`src/rtl/branch_resolve_ctrl.sv`:
```
// ID-stage branch sequencer: stalls on unforwardable operands,
// evaluates the branch, redirects the PC and keeps statistics.
module branch_resolve_ctrl #(
  parameter int CNT_W = 16
) (
  input  logic             i_clk,
  input  logic             i_rst_n,
  input  logic [2:0]       i_id_branch,
  input  logic [4:0]       i_id_rs,
  input  logic [4:0]       i_id_rt,
  input  logic [31:0]      i_id_target,
  input  logic             i_ex_regwrite,
  input  logic             i_ex_memread,
  input  logic [4:0]       i_ex_rd,
  input  logic             i_mem_memread,
  input  logic [4:0]       i_mem_rd,
  input  logic             i_taken,
  output logic [2:0]       o_cmp_branch,
  output logic             o_stall,
  output logic             o_flush_ifid,
  output logic             o_pc_sel,
  output logic [31:0]      o_pc_target,
  output logic [CNT_W-1:0] o_branch_cnt,
  output logic [CNT_W-1:0] o_taken_cnt,
  output logic [CNT_W-1:0] o_stall_cnt
);

  typedef enum logic [1:0] {
    IDLE,
    STALL,
    EVAL
  } state_t;

  state_t      state, state_nx;
  logic [1:0]  remaining, remaining_nx;
  logic [2:0]  lat_type;
  logic [31:0] lat_tgt;

  logic        valid, use_rt;
  logic        ex_hit, mem_hit;
  logic [1:0]  need;
  logic        eval, stall, latch_en;
  logic [2:0]  eval_type;
  logic [31:0] eval_tgt;
  logic        redirect;

  function automatic logic uses(
    input logic [4:0] rd,
    input logic [4:0] rs,
    input logic [4:0] rt,
    input logic       rt_used
  );
    return (rd != 5'd0) &&
           ((rd == rs) || (rt_used && rd == rt));
  endfunction

  assign valid = (i_id_branch >= 3'b001) &&
                 (i_id_branch <= 3'b101);
  assign use_rt = (i_id_branch == 3'b001) ||
                  (i_id_branch == 3'b010);

  assign ex_hit = i_ex_regwrite &&
    uses(i_ex_rd, i_id_rs, i_id_rt, use_rt);
  assign mem_hit = i_mem_memread &&
    uses(i_mem_rd, i_id_rs, i_id_rt, use_rt);

  // Max of all matches: an EX load dominates everything else.
  always_comb begin
    need = 2'd0;
    if (ex_hit && i_ex_memread)
      need = 2'd2;
    else if (ex_hit || mem_hit)
      need = 2'd1;
  end

  always_comb begin
    state_nx     = state;
    remaining_nx = remaining;
    eval         = 1'b0;
    stall        = 1'b0;
    latch_en     = 1'b0;
    eval_type    = lat_type;
    eval_tgt     = lat_tgt;
    unique case (state)
      IDLE: begin
        if (valid) begin
          if (need == 2'd0) begin
            eval      = 1'b1;
            eval_type = i_id_branch;
            eval_tgt  = i_id_target;
          end else begin
            stall        = 1'b1;
            latch_en     = 1'b1;
            remaining_nx = need - 2'd1;
            state_nx = (need == 2'd1) ? EVAL : STALL;
          end
        end
      end
      STALL: begin
        stall        = 1'b1;
        remaining_nx = remaining - 2'd1;
        if (remaining <= 2'd1)
          state_nx = EVAL;
      end
      EVAL: begin
        eval     = 1'b1;
        state_nx = IDLE;
      end
      default: state_nx = IDLE;
    endcase
  end

  assign redirect     = eval && i_taken && i_rst_n;
  assign o_stall      = stall && i_rst_n;
  assign o_cmp_branch = (eval && i_rst_n) ? eval_type : 3'b000;
  assign o_pc_sel     = redirect;
  assign o_flush_ifid = redirect;
  assign o_pc_target  = redirect ? eval_tgt : 32'd0;

  always_ff @(posedge i_clk or negedge i_rst_n) begin
    if (!i_rst_n) begin
      state     <= IDLE;
      remaining <= 2'd0;
      lat_type  <= 3'b000;
      lat_tgt   <= 32'd0;
    end else begin
      state     <= state_nx;
      remaining <= remaining_nx;
      if (latch_en) begin
        lat_type <= i_id_branch;
        lat_tgt  <= i_id_target;
      end
    end
  end

  always_ff @(posedge i_clk or negedge i_rst_n) begin
    if (!i_rst_n) begin
      o_branch_cnt <= '0;
      o_taken_cnt  <= '0;
      o_stall_cnt  <= '0;
    end else begin
      if (eval && o_branch_cnt != '1)
        o_branch_cnt <= o_branch_cnt + 1'b1;
      if (redirect && o_taken_cnt != '1)
        o_taken_cnt <= o_taken_cnt + 1'b1;
      if (stall && o_stall_cnt != '1)
        o_stall_cnt <= o_stall_cnt + 1'b1;
    end
  end

endmodule
```
`config.mk`:
```
export PLATFORM = sky130hd
export DESIGN_NAME = branch_resolve_ctrl
export DESIGN_NICKNAME = d
export VERILOG_FILES = /design/src/rtl/branch_resolve_ctrl.sv
export SDC_FILE = /design/constraint.sdc
export NUM_CORES = 1
export LEC_CHECK = 0
export CAP_MARGIN = 25
export CORE_ASPECT_RATIO = 1.5
export CORE_MARGIN = 4
export CORE_UTILIZATION = 47
export CTS_CLUSTER_SIZE = 25
export DETAILED_ROUTE_END_ITERATION = 16
export PLACE_DENSITY = 0.81
export SLEW_MARGIN = 5
export SYNTH_ARGS = -nofsm -noshare
export SYNTH_HDL_FRONTEND = slang
export SYNTH_SLANG_ARGS = --single-unit
```
`constraint.sdc`:
```
create_clock -name i_clk -period 4.77 [get_ports i_clk]
set_input_delay 0.954 -clock i_clk [delete_from_list [all_inputs] [get_ports i_clk]]
set_output_delay 0.954 -clock i_clk [all_outputs]
set_load 0.01 [all_outputs]
```
### Word level (Yosys, flattened, before mapping)

Index checks and enable logic that the tools add are counted.
Widths: inputs -> output; s select.

| storage, ports and cells | value |
|---|---|
| flip-flop bits (word level) | 87 |
| bits in latches | 0 |
| memory bits (writable) | 0 |
| bits in read-only memories | 0 |
| output and inout port bits | 86 |
| memories kept | 0 |

| cells by class | value |
|---|---|
| add/sub/neg operators | 5 |
| multiply operators | 0 |
| div/mod/pow operators | 0 |
| $lt $le $gt $ge | 3 |
| equal/unequal tests | 15 |
| shift-type cells | 0 |
| multiplexer cells | 25 |
| bitwise operators | 0 |
| reductions and logical operators | 26 |

Operators with widths:

| operator | number |
|---|---|
| $mux 32 | 4 |
| $add 16x1->16 const B | 3 |
| $ne 16x16->1 const B | 3 |
| $eq 5x5->1 | 4 |
| $logic_and 1x1->1 | 15 |
| $mux 2 | 7 |
| $mux 3 | 4 |
| $reduce_bool 5->1 | 2 |
| $pmux 2 s2 | 2 |
| $mux 1 | 6 |
| $ne 2x2->1 const B | 3 |
| $reduce_and 3->1 | 2 |
| $eq 2x1->1 const B | 2 |
| $logic_not 2->1 | 2 |
| $logic_or 1x1->1 | 4 |
| $pmux 1 s2 | 2 |
| $sub 2x1->2 const B | 2 |
| $eq 3x1->1 const B | 1 |
| $eq 3x2->1 const B | 1 |
| $ge 3x1->1 const B | 1 |
| $le 3x3->1 const B | 1 |
| $eq 2x2->1 const B | 1 |
| $le 2x1->1 const B | 1 |
| $reduce_bool 2->1 | 1 |

### Depth between registers and ports, before layout

| depth | value |
|---|---|
| word-level depth | 16 |
| mapped depth | 12 |
| gate-level depth less buffers | 11 |

### Worst setup path before layout

Ideal clock, no wire load.

| timing path | value |
|---|---|
| kind | input port to output port |
| start | input i_ex_rd[1] |
| end | output o_pc_sel |
| data arrival time | 3.399 ns |
| data required time | 3.816 ns |
| slack | 0.417 ns |
| cell stages on the path | 11 |
| buffers on the path | 2 |
| path through | or4_1 -> o21a_1 -> a211oi_1 -> a21oi_1 -> ha_1 -> nor2b_1 -> a32o_1 -> nand2_4 -> buf_2 -> inv_1 -> buf_4 |

| on the way | value |
|---|---|
| longest elaborated chain between the ends | 14 |

RTL lines:

| item | RTL line | text |
|---|---|---|
| start, declared | 14 | `input logic [4:0] i_ex_rd,` |
| $eq 5x5->1 | 54 | `((rd == rs) \|\| (rt_used && rd == rt));` |
| $logic_and 1x1->1 | 54 |  |
| $logic_or 1x1->1 | 54 |  |
| $logic_and 1x1->1 * | 53 | `return (rd != 5'd0) &&` |
| $logic_and 1x1->1 * | 62 | `assign ex_hit = i_ex_regwrite &&` |
| $logic_or 1x1->1 | 72 | `else if (ex_hit \|\| mem_hit)` |
| $mux 1 | 72 |  |
| $mux 2 * | 70 | `if (ex_hit && i_ex_memread)` |
| $logic_not 2->1 * | 87 | `if (need == 2'd0) begin` |
| $mux 1 * | 87 |  |
| $mux 1 * | 86 | `if (valid) begin` |
| $pmux 1 s2 * | 84 | `unique case (state)` |
| $logic_and 1x1->1 * (2 in series) | 113 | `assign redirect = eval && i_taken && i_rst_n;` |
| end, declared | 21 | `output logic o_pc_sel,` |

Every way passes the cells marked *; elsewhere a longest branch is shown, timed or not.

### Worst setup path after layout

Ends and elaborated chain as after synthesis.

==> flow_summary_export.csv <==
group,metric,value,unit
floorplanning,die_w,89.9,microns
clock_tree,root_buffer,"clkbuf_16",
synth,yosysWarnings,0,
grt,gr-usage-met1,0.234,
status,status,"completed",
floorplanning,coreArea,9740,sq um
timing,fmax,212,MHz
timing,fin_crit,4.71,ns
placement,placed_cells,747,
grt,grt_pass1_vias,4528,
synth,synth_seq_cells,87,
grt,antenna_found_initial,0,
critical_path,cp-end-kind,"output pin",
clock_tree,cts_hold_buf,0,
synth,synth.top_cell.area_share,0.460,
power_and_ir_drop,p_comb_frac,0.315,
layout,insertedDiodeCount,0,
clock_tree,clk_latency,0.34,ns
critical_path,worst_setup_path_start_kind,"input pin",
floorplanning,row_count,44,
grt,grt_use_total,0.225,
grt,grt_max_degree,50,
drt,viasPerCell,5.49,
drt,num_vias,4220,
min_path,hold_class,"reg -> reg",
power_and_ir_drop,power_frac_clock,0.262,
layout,n_fill_cell,730,
synth,avgSynthCellArea,10.0,sq um
timing,setup_tns,0,ns
synth,netlist_area,4730,sq um
drt,ant_nets,0,
power_and_ir_drop,swShare,0.315,
grt,grtUsageMet2,0.436,
clock_tree,cts_tree,"done",
clock_tree,cts_max_level,3,
timing,slew_headroom,0.599,
grt,grt_pass1_wl,21500,microns
critical_path,path_class,"in -> out",
synth,seq_area_frac_synth,0.460,
drt,detail_route.iter0.violations,170,
synth,async_flop_share,1.00,
synth,synth_cell_types,48,
timing,worst_pin_slew,0.601,ns
flow_run,maxCapViolations,0,
floorplanning,start_util,0.486,
critical_path,cp_data_arrival_time,3.76,ns
critical_path,crit_required,3.82,ns
clock_tree,numClockSinks,87,
timing,hold_violations,0,
layout,final_cell_mix,"clkdlybuf4s50_1, nand2_1, dfrtp_1",
synth,synthCells,471,
power_and_ir_drop,leakage,3.08,nW
power_and_ir_drop,vdd_ir_drop_max,0.342,mV
synth,synth_area_leaders,"dfrtp_1, mux2_2, nand2_1",
grt,grt-ovfl-total,0,
power_and_ir_drop,seqPwrFrac,0.422,
floorplanning,io_pins,147,
layout,area_growth,44.1,%
drt,wl,13000,microns
timing,setup_viol_count_final,0,
floorplanning,die_h,131,microns
placement,portBuffers,146,
clock_tree,cts_buffer_depth,2,
layout,drive_above_1_share,0.231,
timing,holdWs,0.492,ns
placement,gp_congestion,0.838,
timing,drv_slew,0,
synth,synth_edf_count,0,
drt,drcViolationCount,0,
layout,fin_cells,769,
critical_path,cp_max_fo,11,
timing,fin_skew,0.00773,ns
clock_tree,cts-buffers-inserted,9,
grt,met3_usage,0.0470,
layout,final_nets,715,
synth,ys.flop_type,"dfrtp_1",
placement,place_hpwl,9540,microns
power_and_ir_drop,p_per_area,400,nW/um^2
drt,wl_per_cell,16.9,microns
clock_tree,cts.clk_slew.worst_paths,0.07,ns
layout,layout_commonest_cell,"clkdlybuf4s50_1",
synth,synth_nets,537,
power_and_ir_drop,p_switching,859,uW
timing,period_share,0.988,
power_and_ir_drop,power,2.73,mW
drt,dr.pass1.iters,5,
power_and_ir_drop,intPower,1.87,mW
floorplanning,dieArea,11800,sq um
grt,grt_most_used_layer,"met2",
synth,yosysTopAreaCell,"dfrtp_1",
final cells by class:
cell class / instances / area, sq um / area share
Multi-Input combinational cell: 360 / 2490 / 0.365
Sequential cell: 87 / 2180 / 0.319
Timing Repair Buffer: 184 / 1680 / 0.246
Clock buffer: 10 / 239 / 0.0350
Tap cell: 115 / 144 / 0.0211
Clock inverter: 6 / 68.8 / 0.0101
Inverter: 7 / 26.3 / 0.00385
metrics by stage:
step                 util  area, sq um  setup slack [ns]
finish              0.700         6820            0.0589
global route        0.700         6820          -0.00720
CTS                 0.709         6910           0.00406
detailed placement  0.671         6540            -0.388
global placement    0.671         6540            -0.304
floorplan               -         4730             0.417
flip-flops by register name (all words and copies together), names as in the netlist:
register and flops:
lat_tgt 32, lat_type 3, o_branch_cnt 16, o_stall_cnt 16, o_taken_cnt 16, remaining 2, state 2
final timing paths:
check / from / end / slack (ns) / depth (start not counted)
min: o_stall_cnt[5] / o_stall_cnt[5] / 0.49 / 1
min reg2reg: o_stall_cnt[5] / o_stall_cnt[5] / 0.49 / 1
max: i_ex_rd[1] / o_pc_sel / 0.06 / 13
max in group asynchronous: i_rst_n / lat_tgt[0] / 3.05 / 3
min in group asynchronous: i_rst_n / o_branch_cnt[1] / 0.70 / 2
max reg2reg: o_taken_cnt[0] / o_taken_cnt[1] / 2.60 / 5
repair_timing:
item,4_1_cts,5_1_grt
setup buffers,2,2
gates resized for setup,65,65
setup endpoints to repair,38,38
cloned,2,0
pin swaps,2,2
power groups by stage:
stage	Combinational (mW)	Clock (mW)	Sequential, mW
2_1_floorplan	0.438	0	1.15
3_3_place_gp	0.821	0	1.14
3_5_place_dp	0.852	0	1.16
4_1_cts	0.868	0.727	1.15
5_1_grt	0.946	0.760	1.19
6_report	0.860	0.716	1.15
kinds of logic after synthesis:
kind of cell,after synthesis,share of synthesized area
multiplexers,38,0.0904
XOR/XNOR,63,0.117
AND/OR/NAND/NOR,192,0.196
AO/OA/AOI/OAI,62,0.0986
buffers and inverters,24,0.0246
adder cells (fa/ha/maj),5,0.0132
flip-flops,87,0.460
synth_stat cells (5+ instances only):
cell,n
nand4_1,15
nand2_1,94
dfrtp_1,87
and4_1,7
inv_1,7
mux2_2,38
xnor2_1,35
and2_1,5
buf_2,12
nor2_1,17
a21oi_1,39
ha_1,5
nand3_1,21
and3_1,12
xor2_1,28
metal layers:
layer / vias up / wire length [microns] / share of wire
li1: 2002 / - / -
met1: 2073 / 4910 / 0.38
met2: 119 / 7190 / 0.55
met3: 26 / 594 / 0.046
met4: 0 / 330 / 0.025
met5: - / 0 / 0
worst max-delay path, cell delays in order:
cell and delay, ns:
clkdlybuf4s50_1 0.42, or4_1 0.53, o21a_1 0.22, a211oi_2 0.30
a21oi_2 0.06, ha_2 0.19, nor2b_2 0.15, a32o_2 0.30
nand2_4 0.10, buf_12 0.11, buf_12 0.12, inv_1 0.06
clkdlybuf4s15_1 0.23
(Power assumes the default switching activity.)
